[src/rtl/round_sequencer.sv]
`default_nettype none
// ============================================================================
// Module   : round_sequencer
// Brief    : Round/turn sequencer for the Black-and-White card game; checks and
//            commits card selections, tracks the leader, strobes the scoreboard.
// Revision : 1.0 - initial release
// ============================================================================
module round_sequencer #(
  parameter int NCARD = 9,
  parameter int IDXW  = 4
) (
  input  logic             clk,
  input  logic             reset,
  input  logic             btn_confirm,
  input  logic             btn_next,
  input  logic             btn_abort,
  input  logic [NCARD-1:0] sw,
  input  logic [1:0]       matchresult,
  input  logic             finish,
  output logic [2:0]       phase,
  output logic             active_player,
  output logic             leader,
  output logic [NCARD-1:0] p1_card,
  output logic [NCARD-1:0] p2_card,
  output logic [IDXW-1:0]  p1_handcard,
  output logic [IDXW-1:0]  p2_handcard,
  output logic             p1_hand_valid,
  output logic             p2_hand_valid,
  output logic             score_pulse,
  output logic             sel_error
);

  typedef enum logic [2:0] {
    ST_IDLE   = 3'b000,
    ST_LEAD   = 3'b001,
    ST_FOLLOW = 3'b010,
    ST_JUDGE  = 3'b011,
    ST_SHOW   = 3'b100,
    ST_DONE   = 3'b101
  } state_t;

  localparam logic [NCARD-1:0] C_FULL_MASK = '1;

  state_t           state_q, state_d;
  logic [NCARD-1:0] p1_mask_q, p1_mask_d, p2_mask_q, p2_mask_d;
  logic [IDXW-1:0]  p1_hand_q, p1_hand_d, p2_hand_q, p2_hand_d;
  logic             p1_hv_q, p1_hv_d, p2_hv_q, p2_hv_d;
  logic             leader_q, leader_d;
  logic             active_q, active_d;
  logic             score_q, score_d;
  logic             selerr_q, selerr_d;

  logic             w_onehot;
  logic [IDXW-1:0]  w_idx;
  logic             w_mover;
  logic [NCARD-1:0] w_active_mask;
  logic             w_valid;

  // Selection decode: one-hot test and binary index of the selected card.
  always_comb begin
    w_onehot = (sw != '0) && ((sw & (sw - NCARD'(1))) == '0);
    w_idx    = '0;
    for (int k = 0; k < NCARD; k++) begin
      if (sw[k]) w_idx = IDXW'(k);
    end
    w_mover       = (state_q == ST_FOLLOW) ? ~leader_q : leader_q;
    w_active_mask = w_mover ? p2_mask_q : p1_mask_q;
    w_valid       = w_onehot && ((sw & w_active_mask) != '0);
  end

  always_comb begin
    state_d   = state_q;
    p1_mask_d = p1_mask_q;
    p2_mask_d = p2_mask_q;
    p1_hand_d = p1_hand_q;
    p2_hand_d = p2_hand_q;
    p1_hv_d   = p1_hv_q;
    p2_hv_d   = p2_hv_q;
    leader_d  = leader_q;
    selerr_d  = 1'b0;

    if (btn_abort) begin
      state_d   = ST_IDLE;
      p1_mask_d = C_FULL_MASK;
      p2_mask_d = C_FULL_MASK;
      p1_hand_d = '0;
      p2_hand_d = '0;
      p1_hv_d   = 1'b0;
      p2_hv_d   = 1'b0;
      leader_d  = 1'b0;
    end else begin
      case (state_q)
        ST_IDLE: begin
          if (btn_confirm) begin
            state_d   = ST_LEAD;
            p1_mask_d = C_FULL_MASK;
            p2_mask_d = C_FULL_MASK;
            p1_hand_d = '0;
            p2_hand_d = '0;
            p1_hv_d   = 1'b0;
            p2_hv_d   = 1'b0;
            leader_d  = 1'b0;
          end
        end
        ST_LEAD, ST_FOLLOW: begin
          if (btn_confirm) begin
            if (w_valid) begin
              if (w_mover) begin
                p2_mask_d = p2_mask_q & ~sw;
                p2_hand_d = w_idx;
                p2_hv_d   = 1'b1;
              end else begin
                p1_mask_d = p1_mask_q & ~sw;
                p1_hand_d = w_idx;
                p1_hv_d   = 1'b1;
              end
              state_d = (state_q == ST_LEAD) ? ST_FOLLOW : ST_JUDGE;
            end else begin
              selerr_d = 1'b1;
            end
          end
        end
        ST_JUDGE: begin
          case (matchresult)
            2'b01:   leader_d = 1'b0;
            2'b10:   leader_d = 1'b1;
            default: leader_d = leader_q;
          endcase
          state_d = ST_SHOW;
        end
        ST_SHOW: begin
          if (btn_next) begin
            if (finish || ((p1_mask_q == '0) && (p2_mask_q == '0))) begin
              state_d = ST_DONE;
            end else begin
              p1_hand_d = '0;
              p2_hand_d = '0;
              p1_hv_d   = 1'b0;
              p2_hv_d   = 1'b0;
              state_d   = ST_LEAD;
            end
          end
        end
        ST_DONE: state_d = ST_DONE;
        default: state_d = ST_IDLE;
      endcase
    end

    // Registered outputs follow the state being entered.
    score_d = (state_d == ST_JUDGE);
    case (state_d)
      ST_LEAD:   active_d = leader_d;
      ST_FOLLOW: active_d = ~leader_d;
      default:   active_d = 1'b0;
    endcase
  end

  always_ff @(posedge clk) begin
    if (reset) begin
      state_q   <= ST_IDLE;
      p1_mask_q <= C_FULL_MASK;
      p2_mask_q <= C_FULL_MASK;
      p1_hand_q <= '0;
      p2_hand_q <= '0;
      p1_hv_q   <= 1'b0;
      p2_hv_q   <= 1'b0;
      leader_q  <= 1'b0;
      active_q  <= 1'b0;
      score_q   <= 1'b0;
      selerr_q  <= 1'b0;
    end else begin
      state_q   <= state_d;
      p1_mask_q <= p1_mask_d;
      p2_mask_q <= p2_mask_d;
      p1_hand_q <= p1_hand_d;
      p2_hand_q <= p2_hand_d;
      p1_hv_q   <= p1_hv_d;
      p2_hv_q   <= p2_hv_d;
      leader_q  <= leader_d;
      active_q  <= active_d;
      score_q   <= score_d;
      selerr_q  <= selerr_d;
    end
  end

  assign phase         = state_q;
  assign active_player = active_q;
  assign leader        = leader_q;
  assign p1_card       = p1_mask_q;
  assign p2_card       = p2_mask_q;
  assign p1_handcard   = p1_hand_q;
  assign p2_handcard   = p2_hand_q;
  assign p1_hand_valid = p1_hv_q;
  assign p2_hand_valid = p2_hv_q;
  assign score_pulse   = score_q;
  assign sel_error     = selerr_q;

endmodule
`default_nettype wire

[config.mk]
export PLATFORM = sky130hd
export DESIGN_NAME = round_sequencer
export DESIGN_NICKNAME = d
export VERILOG_FILES = /design/src/rtl/round_sequencer.sv
export SDC_FILE = /design/constraint.sdc
export NUM_CORES = 1
export LEC_CHECK = 0
export CORE_MARGIN = 2
export CORE_UTILIZATION = 40
export CTS_BUF_LIST = sky130_fd_sc_hd__clkbuf_16
export CTS_CLUSTER_SIZE = 28
export DETAILED_ROUTE_END_ITERATION = 6
export GPL_TIMING_DRIVEN = 0
export PLACE_DENSITY_LB_ADDON = 0.15
export SYNTH_ARGS = -nofsm -noshare
export SYNTH_HDL_FRONTEND = slang
export SYNTH_SLANG_ARGS = --single-unit
[constraint.sdc]
create_clock -name clk -period 2.8 [get_ports clk]
set_input_delay 0.42 -clock clk [delete_from_list [all_inputs] [get_ports clk]]
set_output_delay 0.42 -clock clk [all_outputs]
set_load 0.02 [all_outputs]
==> impl_metrics.yaml, run 1 <==
sta:
  period_needed_ps: 2600
  final_setup_violating_endpoints: 0
  achievable-frequency_mhz: 384
  fin_hold_ws_ps: 466
  slew-limit-headroom_pct: 39.3
  worstMarginPinSlew_ps: 905
  fin_crit_share_pct: 92.9
  final_max_slew_viol_count: 0
  finalHoldViolCount: 0
  final.setup_skew_ps: 4.70
  grt_setup_unrepaired: "no"
route:
  totalWireLength_mm: 5.40
  drcViolationCount: 0
  post_drt_wl_per_cell_um: 15.9
  drtAntennaViolNets: 0
  detail_route.vias_per_cell: 5.81
  routed-via-count: 1976
  first_iter_violations: 166
  drt_pre_antenna_iters: 4
global_route:
  grt_util_all_layers_pct: 21.2
  grt_pass1_vias: 1798
  antenna_found_initial: 0
  grt_first_pass_wirelength_mm: 8.76
  global_route_overflow: 0
  use_met2_pct: 32.4
  global_route.usage.met3_pct: 5.42
  most_heavily_used_metal_layer_in_global_routing: "met2"
  global_route.usage.met1_pct: 29.1
  grt_start_max_net_pins: 12
clock_network:
  tritoncts_clock_tree: "done"
  clkSlewWorstSetupHoldPaths_ps: 50
  cts-htree-levels: 2
  sinks_on_the_clock_net: 35
  clock-root-buffer: "sky130_fd_sc_hd__clkbuf_16"
  clock_tree.buffer_depth: 2
  clock_latency_ps: 280
  cts_inserted_buffers: 5
floorplanning:
  core.rowCount: 24
  chipHeight_um: 72.5
  io-pin-count: 52
  core_area_um2: 4440
  chipWidth_um: 72.5
  start_util_pct: 42.3
  dieArea_um2: 5260
critical_path:
  worstReg2RegEnd: "p1_handcard[3]$_SDFFE_PP0P_"
  setup.worst_path.start_class: "flip-flop"
  critical_path.max_stage_delay_ps: 480
  critical_path.cell_chain: "or3b_4 > xnor2_4 > mux2i_1 > o211a_4 > a311o_1 > or3_1 > a311oi_1"
  setup_crit_end_kind: "flip-flop"
  reg2reg_slack_ps: 200
  critical_path.slowest_cell: "sky130_fd_sc_hd__or3b_4"
  critical_path_peak_fanout: 7
  worstPathArrival_ps: 2790
  crit-reg2reg-launch: "phase[1]$_SDFF_PP0_"
  worst-endpoint-required_ps: 2990
  worst-setup-path-type: "flip-flop to flip-flop"
  r2r_cells: 7
finish:
  nets: 305
  stdcell_count: 340
  antenna_cells_inserted: 0
  stdcell_area_um2: 2610
  filler_cell_count: 439
  area.growth.synth_to_final_pct: 38.9
  drive_gt1_share_pct: 10.8
logic_synthesis:
  postSynth.asyncResetShare_pct: 0
  synth-seq-cells: 35
  yosys_warnings: 0
  syn_nets: 249
  ys_seq_area_share_pct: 37.3
  synth.area.top_cells: "sky130_fd_sc_hd__dfxtp_1 37%, sky130_fd_sc_hd__a21oi_1 7.5%, sky130_fd_sc_hd__nor2_1 6.4%, sky130_fd_sc_hd__nand2_1 3.6%, sky130_fd_sc_hd__mux2i_1 2.7%"
  mapped_area_um2: 1880
  post_synth_inst_count: 231
  syn-mean-instance-area_um2: 8.14
  synth_enable_flop_cells: 0
  netlist.area_leader.share_pct: 37.3
  synth.distinct_cells: 53
  synth_top_area_cell: "sky130_fd_sc_hd__dfxtp_1"
  dominantRegCellSynth: "sky130_fd_sc_hd__dfxtp_1"
power:
  worst_ir_drop_vdd_mv: 0.338
  cellLeakagePower_nw: 0.906
  power.density_nw_per_um2: 432
placement:
  placed_area_um2: 2410
  port_buffers: 47
  dpl.hpwl_mm: 3.89
  post-place-cells: 330
  gpl.final_weighted_congestion: 0.872
worst_hold_path:
  timing.hold.worst_path_depth: 1
  hold_crit_class: "flip-flop to flip-flop"
  min_from: "p2_hand_valid$_SDFFE_PP0P_"
  whs_endpoint: "p2_hand_valid$_SDFFE_PP0P_"
run_status:
  run_status: "finished clean"
run:
  number_of_violations_of_the_max_capacitance_limit: 0
## critical path: cells and delay by family, from the launching register on
| kind | cells | cell delay, ps |
|---|---|---|
| AOI/OAI and AO/OA | 3 | 890 |
| xor gates and xnor gates | 1 | 210 |
| DFF | 1 | 450 |
| muxes | 1 | 130 |
| and+or+nand+nor | 2 | 830 |
## synthesized netlist by cell type, types with 3 or more instances
cell / instances
sky130_fd_sc_hd__dfxtp_1: 35
sky130_fd_sc_hd__nor2_1: 32
sky130_fd_sc_hd__a21oi_1: 28
sky130_fd_sc_hd__nand2_1: 18
sky130_fd_sc_hd__clkbuf_1: 10
sky130_fd_sc_hd__nand3_1: 7
sky130_fd_sc_hd__o21ai_0: 7
sky130_fd_sc_hd__nor3_1: 6
sky130_fd_sc_hd__o22ai_1: 6
sky130_fd_sc_hd__mux2i_1: 5
sky130_fd_sc_hd__nor4_1: 5
sky130_fd_sc_hd__a31oi_1: 4
sky130_fd_sc_hd__inv_1: 4
sky130_fd_sc_hd__nand2b_1: 4
sky130_fd_sc_hd__nor2b_1: 4
sky130_fd_sc_hd__o211ai_1: 4
sky130_fd_sc_hd__a22oi_1: 3
sky130_fd_sc_hd__a311o_1: 3
sky130_fd_sc_hd__o21a_1: 3
## metal layers
layer | share of wire (%) | vias up
met2 | 45 | 71
met1 | 47 | 923
met3 | 6.1 | 10
li1 | - | 972
met5 | 0 | -
met4 | 1.6 | 0
## how the worst max path moves through the flow
stage	startpoint	endpoint	slack (ps)	cells after the start
after floorplan	phase[1]$_SDFF_PP0_	p1_handcard[3]$_SDFFE_PP0P_	250	7
after global placement	sw[0]	p2_card[1]$_SDFFE_PP1P_	-770	8
after detailed placement	sw[0]	p2_card[5]$_SDFFE_PP1P_	-780	8
after CTS	sw[1]	p1_handcard[3]$_SDFFE_PP0P_	20	8
after global routing	phase[1]$_SDFF_PP0_	p1_handcard[3]$_SDFFE_PP0P_	60	7
final	phase[1]$_SDFF_PP0_	p1_handcard[3]$_SDFFE_PP0P_	200	7
## layout by cell type, fill, tap and decap left out, drive strengths merged, types with 6 or more instances in the layout
cell,n
buf,7
nand2,18
nor3,6
dfxtp,35
o21ai,8
nor2,32
clkdlybuf4s50,44
a21oi,28
clkbuf,14
nand3,7
o22ai,6
## flip-flops by register name (all words and copies together) (netlist names)
name and flops:
active_player 1, leader 1, p1_card 9, p1_hand_valid 1, p1_handcard 4, p2_card 9
p2_hand_valid 1, p2_handcard 4, phase 3, score_pulse 1, sel_error 1
## cell type report
type                            count  area [um^2]  area share [%]
Multi-Input combinational cell    178         1130            43.4
Sequential cell                    35          701            26.8
Timing Repair Buffer               50          493            18.9
Clock buffer                        5          125            4.79
Tap cell                           52         65.1            2.49
Buffer                             13         63.8            2.44
Clock inverter                      3         15.0           0.575
Inverter                            4         15.0           0.575
## kinds of logic after synthesis
logic type / synth area share, %
and+or+nand+nor: 24.6
buffers and inverters: 4.33
muxes: 3.86
xor gates and xnor gates: 1.93
adders and majority gates: 1.73
DFF: 37.3
AOI/OAI and AO/OA: 26.3
## power breakdown
part	leakage (nW)	total [mW]	internal (mW)	switching [mW]
registers	0.283	0.500	0.499	0.000933
logic	0.550	0.107	0.0444	0.0623
clock network	0.0733	0.522	0.324	0.198
## per-stage QoR
| stage | total power, mW | setup WS, ps | TNS, ps | utilization (%) |
|---|---|---|---|---|
| after floorplan | 0.571 | 249 | 0 | - |
| after global placement | 0.612 | -769 | -13330 | 54.3 |
| after detailed placement | 0.613 | -784 | -13420 | 54.3 |
| after CTS | 1.13 | 21.3 | 0 | 58.2 |
| after global routing | 1.17 | 58.7 | 0 | 58.8 |
| final | 1.13 | 199 | 0 | 58.8 |
## what timing repair did
action                     4_1_cts  5_1_grt
pin swaps                        2        0
resized for setup                5        7
buffers inserted                 3        0
setup endpoints to repair       19       28
hold buffers                     0        0
Note: power is estimated with default switching activity, not from simulation.
==> run 2: changes to the inputs <==
- MAX_ROUTING_LAYER: unset -> met4
==> run 2 against run 1 <==
Effect of this change:
- via count decreased by 0.81%
- power about the same
- combinational power about the same
- non-clock buffer count unchanged
- flip-flop and latch count unchanged
- hold slack about the same
- clock-buffer cell count unchanged
- core utilization unchanged
- clock power about the same
- cell count unchanged
- global-route usage increased by 0.69 points
- first-iteration DRC count decreased by 22%
- critical endpoint unchanged
- largest power group unchanged
- highest routed layer unchanged
==> impl_metrics.yaml, run 2 (synthesis results as in run 1) <==
run_status:
  run_status: "finished clean"
placement:
  port_buffers: 47
  dpl.hpwl_mm: 3.89
  gpl.final_weighted_congestion: 0.887
  dpl_worst_slack_ps: -784
  placed_area_um2: 2410
sta:
  final_setup_violating_endpoints: 0
  achievable-frequency_mhz: 384
  grt_setup_unrepaired: "no"
  setup-tns-final_ps: 0
  period_needed_ps: 2600
  final_max_slew_viol_count: 0
  final.setup_skew_ps: 4.31
  postLayoutSetupSlackWorst_ps: 197
  finalHoldViolCount: 0
  worstMarginPinSlew_ps: 875
  fin_crit_share_pct: 93.0
  fin_hold_ws_ps: 466
  slew-limit-headroom_pct: 41.3
critical_path:
  critical_path.max_stage_delay_ps: 480
  critical_path.n_buffers_inverters: 0
  setup.worst_path.start_class: "flip-flop"
  crit_start: "phase[1]$_SDFF_PP0_"
  r2r_cells: 7
  worst-endpoint-required_ps: 2990
  critical_path.cell_chain: "or3b_4 > xnor2_4 > mux2i_1 > o211a_4 > a311o_1 > or3_1 > a311oi_1"
  critical_path.slowest_cell: "sky130_fd_sc_hd__or3b_4"
  worstPathArrival_ps: 2790
  critical_path.top_delay_family: "compound AO/OA/AOI/OAI gates"
  setup_crit_end_kind: "flip-flop"
  critical_path_peak_fanout: 7
  worstReg2RegEnd: "p1_handcard[3]$_SDFFE_PP0P_"
  crit-reg2reg-launch: "phase[1]$_SDFF_PP0_"
  reg2reg_slack_ps: 200
  worst-setup-path-type: "flip-flop to flip-flop"
finish:
  utilization_pct: 58.8
  most_common_cell_after_layout_fill_and_taps_aside: "sky130_fd_sc_hd__clkdlybuf4s50_1"
  antenna_cells_inserted: 0
  nets: 305
  filler_cell_count: 439
  stdcell_area_um2: 2610
  top_library_cells_by_usage_in_the_layout_fill_and_taps_aside: "44 x sky130_fd_sc_hd__clkdlybuf4s50_1, 35 x sky130_fd_sc_hd__dfxtp_1, 32 x sky130_fd_sc_hd__nor2_1, 27 x sky130_fd_sc_hd__a21oi_1, 18 x sky130_fd_sc_hd__nand2_1"
  area.growth.synth_to_final_pct: 38.9
  drive_gt1_share_pct: 10.8
floorplanning:
  core.rowCount: 24
  io-pin-count: 52
  chipHeight_um: 72.5
  core_area_um2: 4440
  chipWidth_um: 72.5
  dieArea_um2: 5260
  start_util_pct: 42.3
clock_network:
  cts-htree-levels: 2
  clock_latency_ps: 280
  clock-root-buffer: "sky130_fd_sc_hd__clkbuf_16"
  clock_tree.buffer_depth: 2
  sinks_on_the_clock_net: 35
  clkSlewWorstSetupHoldPaths_ps: 50
  tritoncts_clock_tree: "done"
  cts_inserted_buffers: 5
route:
  first_iter_violations: 129
  routed-via-count: 1960
  drt_pre_antenna_iters: 4
  drtAntennaViolNets: 0
  detail_route.vias_per_cell: 5.76
  post_drt_wl_per_cell_um: 15.8
  drcViolationCount: 0
  totalWireLength_mm: 5.39
global_route:
  grt_pass1_vias: 1798
  grt_start_max_net_pins: 12
  grt_first_pass_wirelength_mm: 8.76
  antenna_found_initial: 0
  global_route_overflow: 0
  grt_util_all_layers_pct: 21.9
power:
  switching_fraction_pct: 23.1
  p_seq_share_pct: 44.3
  cellInternalPower_mw: 0.868
  relative_contribution_of_combinational_cells_to_total_power_pct: 9.5
  worst_ir_drop_vdd_mv: 0.337
  power.density_nw_per_um2: 432
  cellLeakagePower_nw: 0.906
  p_switching_mw: 0.261
  share_clk_of_total_power_pct: 46.2
worst_hold_path:
  whs_endpoint: "p2_hand_valid$_SDFFE_PP0P_"
  timing.hold.worst_path_depth: 1
  hold_crit_class: "flip-flop to flip-flop"
  min_from: "p2_hand_valid$_SDFFE_PP0P_"
run:
  number_of_violations_of_the_max_capacitance_limit: 0
## run 2: cell type report
| type | instances | area (um^2) | area share (%) |
|---|---|---|---|
| clock buffers | 5 | 125 | 4.79 |
| flip-flops and latches | 35 | 701 | 26.8 |
| plain buffers | 13 | 63.8 | 2.44 |
| repair buffers | 50 | 493 | 18.9 |
| inverters | 4 | 15.0 | 0.575 |
| clock inverters | 3 | 15.0 | 0.575 |
| multi-input cells | 178 | 1130 | 43.4 |
| well taps | 52 | 65.1 | 2.49 |
## run 2: worst reg2reg max path, cell delays in order, from the launching register on
cell	delay [ps]
sky130_fd_sc_hd__dfxtp_1	450
sky130_fd_sc_hd__or3b_4	480
sky130_fd_sc_hd__xnor2_4	220
sky130_fd_sc_hd__mux2i_1	130
sky130_fd_sc_hd__o211a_4	270
sky130_fd_sc_hd__a311o_1	370
sky130_fd_sc_hd__or3_1	350
sky130_fd_sc_hd__a311oi_1	250
## run 2: power groups by stage
| stage | Combinational (mW) | Sequential [mW] | Clock (mW) |
|---|---|---|---|
| final | 0.107 | 0.500 | 0.522 |
| after global routing | 0.116 | 0.500 | 0.557 |
| after CTS | 0.104 | 0.500 | 0.531 |
| after detailed placement | 0.102 | 0.511 | 0 |
| after global placement | 0.101 | 0.511 | 0 |
| after floorplan | 0.0597 | 0.512 | 0 |
## run 2: repair_timing
item	4_1_cts	5_1_grt
pin swaps	2	0
gates resized for setup	5	7
setup buffers	3	0
setup endpoints to repair	19	28
hold buffers	0	0
## run 2: worst max-delay path by stage
stage	cells after the start	slack (ps)	to
global placement	8	-770	p2_card[1]$_SDFFE_PP1P_
global route	7	60	p1_handcard[3]$_SDFFE_PP0P_
finish	7	200	p1_handcard[3]$_SDFFE_PP0P_
floorplan	7	250	p1_handcard[3]$_SDFFE_PP0P_
CTS	8	20	p1_handcard[3]$_SDFFE_PP0P_
detailed placement	8	-780	p2_card[5]$_SDFFE_PP1P_
## run 2: metrics by stage
| stage | cells | total power [mW] |
|---|---|---|
| 2_1_floorplan | 231 | 0.571 |
| 3_3_place_gp | 330 | 0.612 |
| 3_5_place_dp | 330 | 0.613 |
| 4_1_cts | 340 | 1.13 |
| 5_1_grt | 340 | 1.17 |
| 6_report | 340 | 1.13 |
## run 2: per-layer routing
layer	GRT usage (%)	wire (um)	vias up
met3	5.14	336	8
met4	7.41	80	0
li1	-	-	971
met1	29.4	2540	915
met5	-	0	-
met2	32.4	2430	66
==> run 3: changes to the inputs <==
- SKIP_CTS_REPAIR_TIMING: unset -> 1
==> run 3 against run 2 <==
Effect of this change:
- power about the same
- clock power hardly changed
- die area is the same
- non-clock buffer count decreased by 1
- global-route usage shrank 0.27 points
- core utilization is 0.084 points lower
- critical endpoint unchanged
==> impl_metrics.yaml, run 3 (synthesis results as in run 1) <==
run_status:
  run_status: "finished clean"
finish:
  most_common_cell_after_layout_fill_and_taps_aside: "sky130_fd_sc_hd__clkdlybuf4s50_1"
  layout.area.seq_um2: 702
  filler_cell_count: 436
  antenna_cells_inserted: 0
  top_library_cells_by_usage_in_the_layout_fill_and_taps_aside: "44 x sky130_fd_sc_hd__clkdlybuf4s50_1, 34 x sky130_fd_sc_hd__dfxtp_1, 32 x sky130_fd_sc_hd__nor2_1, 27 x sky130_fd_sc_hd__a21oi_1, 18 x sky130_fd_sc_hd__nand2_1"
  stdcell_count: 339
  area.growth.synth_to_final_pct: 38.7
  drive_gt1_share_pct: 10.8
  nets: 304
  utilization_pct: 58.7
  multi_input_comb_area_um2: 1130
power:
  worst_ir_drop_vdd_mv: 0.338
  power.density_nw_per_um2: 433
  cellLeakagePower_nw: 0.920
route:
  detail_route.vias_per_cell: 5.79
  drt_pre_antenna_iters: 4
  drtAntennaViolNets: 0
  routed-via-count: 1964
  first_iter_violations: 148
  post_drt_wl_per_cell_um: 16.0
  totalWireLength_mm: 5.43
  drcViolationCount: 0
global_route:
  antenna_found_initial: 0
  grt_start_max_net_pins: 12
  global_route_overflow: 0
  grt_first_pass_wirelength_mm: 8.65
  grt_pass1_vias: 1779
  grt_util_all_layers_pct: 21.7
placement:
  dpl.hpwl_mm: 3.89
  gpl.final_weighted_congestion: 0.887
  port_buffers: 47
  post-place-cells: 330
run:
  number_of_violations_of_the_max_capacitance_limit: 0
sta:
  final.setup_skew_ps: 4.66
  slew-limit-headroom_pct: 41.0
  period_needed_ps: 2680
  final_max_slew_viol_count: 0
  worstMarginPinSlew_ps: 879
  grt_setup_unrepaired: "no"
  finalHoldViolCount: 0
  final_setup_violating_endpoints: 0
  achievable-frequency_mhz: 373
  fin_crit_share_pct: 95.7
floorplanning:
  chipHeight_um: 72.5
  core_area_um2: 4440
  start_util_pct: 42.3
  io-pin-count: 52
  chipWidth_um: 72.5
  dieArea_um2: 5260
  core.rowCount: 24
critical_path:
  setup_crit_end_kind: "flip-flop"
  worst-setup-path-type: "flip-flop to flip-flop"
  setup.worst_path.start_class: "flip-flop"
  critical_path.max_stage_delay_ps: 460
  critical_path.cell_chain: "buf_6 > or3b_4 > xnor2_4 > mux2i_1 > o211a_4 > a311o_2 > or3_1 > a311oi_1"
  critical_path.top_delay_family: "compound AO/OA/AOI/OAI gates"
  critical_path.slowest_cell: "sky130_fd_sc_hd__a311o_2"
  reg2reg_slack_ps: 120
  worst-endpoint-required_ps: 2990
  critical_path_peak_fanout: 8
  worstPathArrival_ps: 2870
  critical_path.n_buffers_inverters: 1
clock_network:
  cts_inserted_buffers: 5
  clock-root-buffer: "sky130_fd_sc_hd__clkbuf_16"
  tritoncts_clock_tree: "done"
  clock_tree.buffer_depth: 2
  clkSlewWorstSetupHoldPaths_ps: 50
  sinks_on_the_clock_net: 35
  cts-htree-levels: 2
  clock_latency_ps: 280
worst_hold_path:
  hold_crit_class: "flip-flop to flip-flop"
run 3: cell count changes in the layout (fill, tap and decap cells not counted), sizes merged:
cell | before | now
dlymetal6s2s | 1 | 3
buf | 7 | 6
dlygate4sd2 | 2 | 0
run 3: where the power goes:
part           switching [mW]  leakage [nW]  total, mW  internal (mW)
Combinational          0.0623         0.563      0.107         0.0450
Sequential           0.000886         0.283      0.500          0.499
Clock                   0.197        0.0733      0.521          0.324
Total                   0.260         0.920       1.13          0.868
run 3: worst paths after layout:
check / start / end / cells past startpoint
hold reg to reg: p2_hand_valid$_SDFFE_PP0P_ / p2_hand_valid$_SDFFE_PP0P_ / 1
hold / removal: p2_hand_valid$_SDFFE_PP0P_ / p2_hand_valid$_SDFFE_PP0P_ / 1
setup / recovery: phase[2]$_SDFF_PP0_ / p1_handcard[3]$_SDFFE_PP0P_ / 8
setup reg to reg: phase[2]$_SDFF_PP0_ / p1_handcard[3]$_SDFFE_PP0P_ / 8
run 3: area by class of cell:
type | count | area share [%]
buffer | 13 | 2.45
clock buffer | 5 | 4.80
clock inverter | 3 | 0.576
inverter | 4 | 0.576
multi-input combinational | 178 | 43.3
sequential | 35 | 26.9
tap | 52 | 2.50
timing repair buffer | 49 | 18.9
run 3: per-stage QoR:
step | setup WS (ps) | total power, mW | instance area [um^2] | hold slack (ps) | TNS (ps)
after detailed placement | -784 | 0.613 | 2410 | 457 | -13420
after global routing | 12.1 | 1.17 | 2610 | 496 | 0
after floorplan | 249 | 0.571 | 1880 | 492 | 0
after global placement | -769 | 0.612 | 2410 | 451 | -13330
final | 120 | 1.13 | 2610 | 467 | 0
after CTS | -511 | 1.13 | 2550 | 470 | -6700
run 3: worst reg2reg max path, stage by stage, from the launching register on:
cell and delay [ps]:
sky130_fd_sc_hd__dfxtp_1 310, sky130_fd_sc_hd__buf_6 140, sky130_fd_sc_hd__or3b_4 430, sky130_fd_sc_hd__xnor2_4 220
sky130_fd_sc_hd__mux2i_1 140, sky130_fd_sc_hd__o211a_4 270, sky130_fd_sc_hd__a311o_2 470, sky130_fd_sc_hd__or3_1 370
sky130_fd_sc_hd__a311oi_1 250
run 3: metal layers:
layer  vias to the layer above  track usage, %  routed length, um
met5                         -               -                  0
met4                         0            7.41                 76
met1                       927            29.4               2560
met3                         8            4.86                311
li1                        970               -                  -
met2                        59            31.8               2480
==> variant (config.mk and constraints of run 3) <==
The output `score_pulse` loses its register stage (`score_q` becomes a continuous assignment).
--- a/src/rtl/round_sequencer.sv
+++ b/src/rtl/round_sequencer.sv
@@ -168,3 +168,2 @@
       active_q  <= 1'b0;
-      score_q   <= 1'b0;
       selerr_q  <= 1'b0;
@@ -180,3 +179,2 @@
       active_q  <= active_d;
-      score_q   <= score_d;
       selerr_q  <= selerr_d;
@@ -184,2 +182,4 @@
   end
+
+  assign score_q = score_d;
 
Behaviour: not the same (Yosys sat finds a counterexample within 4 cycles, from zero or initial values and one cycle with reset high).
==> variant against run 3 <==
- the flow now finishes with violations (setup timing)
- total power increased by 1.5%
- non-clock buffer count increased by 3
- sequential power shrank 2%
- sequential share of layout area is 1.9 points lower
- sequential cell count is 1 lower
- wire length is 0.83% higher
- final area is 4.7% higher
- via count is 0.41% higher
- utilization shrank 0.90 points
- final cell count up 6.5%
- area after synthesis up 4.4%
- worst setup slack got worse by 210 ps
- critical path type is now reg -> out
==> variant: results <==
[outcome]
run_status = "finished, violations left"
violations = "setup timing"

[finish]
inv_count = 5
fillers = 433
num-nets-final = 311
multi_input_area_share_pct = 45.4
clock_cell_area_share_pct = 5.18
multi_input_area_mm2 = 0.00124
non_filler_cells_in_the_finished_layout = 361
bufAreaShareNonClock_pct = 20.6

[global_route]
via_count_of_the_first_global_routing_pass = 1808
grt_use_total_pct = 21.4

[route]
wl_um = 5480
drt_first_pass_iters = 5
dr.first_iter.drc_count = 156

[hold_path]
hold_path_end = "p1_card[1]$_SDFFE_PP1P_"
worstHoldPathCells = 2
min_path_type = "in -> reg"
hold_path.startpoint = "sw[1]"

[placement]
detailed_place.area_mm2 = 0.00248
detailedPlace.worstSlack_ps = -699
placedCellCount = 347

[clocking]
cts_num_sinks = 34

[setup_path]
cpPeakStageDelay_ps = 420
worstReg2RegEnd = "p2_card[2]$_SDFFE_PP1P_"
rr_worst_depth = 9
cp_max_fo = 5
slowest_stage = "or3b_4"
crit-reg2reg-launch = "leader$_SDFF_PP0_"

[synth]
yosys.area_share.adder_pct = 1.15
synth_compound_gate_area_share_pct = 25.4
synth.area.mux_share_pct = 7.91
ys_top_cells_by_count = "38 x nor2_1, 34 x dfxtp_1, 27 x a21oi_1"
netlist-cell-type-count = 56
synth.area.top_cells = "dfxtp_1 35%, nor2_1 7.3%, a21oi_1 6.9%, mux2i_1 5.6%, nand2_1 4.0%"
xor_xnor_share_of_the_synthesized_area_pct = 1.34
synth.net_count = 255

[timing]
clock-skew-final_ps = 5.34
finalSetupViolations = 1
worst_hold_slack_ps = 359
fin_ws_ps = -88.4
slew_headroom_pct = 53.8

[power_and_ir_drop]
leakage_power_total_nw = 0.989
power_report.internal_total_w = 0.000862
[variant: cell types whose count changed in the layout (fill, tap and decap cells not counted), moves of 4 or more]
cell and delta:
and2_1 +4, buf_2 +4, nor2_1 +6, nand3_1 -4, o22ai_1 -4, o21ai_0 -4
buf_4 +5, a31oi_1 -4, mux2i_1 +6
[variant: power by group through the flow]
stage	registers [W]	clock network (W)	logic, W
6_report	0.000490	0.000526	0.000129
5_1_grt	0.000490	0.000556	0.000140
4_1_cts	0.000488	0.000537	0.000124
3_5_place_dp	0.000498	0	0.000124
3_3_place_gp	0.000498	0	0.000124
2_1_floorplan	0.000502	0	0.0000803
[variant: logic make-up after synthesis]
family,count (synthesis)
xor+xnor,3
mux,15
simple gates,96
fa+ha+maj,2
flops,34
buf+inv,21
compound gates,66
[variant: routing by layer]
| layer | track usage, % | wire (µm) |
|---|---|---|
| met1 | 28.1 | 2560 |
| met2 | 32.7 | 2600 |
| met3 | 3.66 | 276 |
| met4 | 8.48 | 40 |
| met5 | - | 0 |
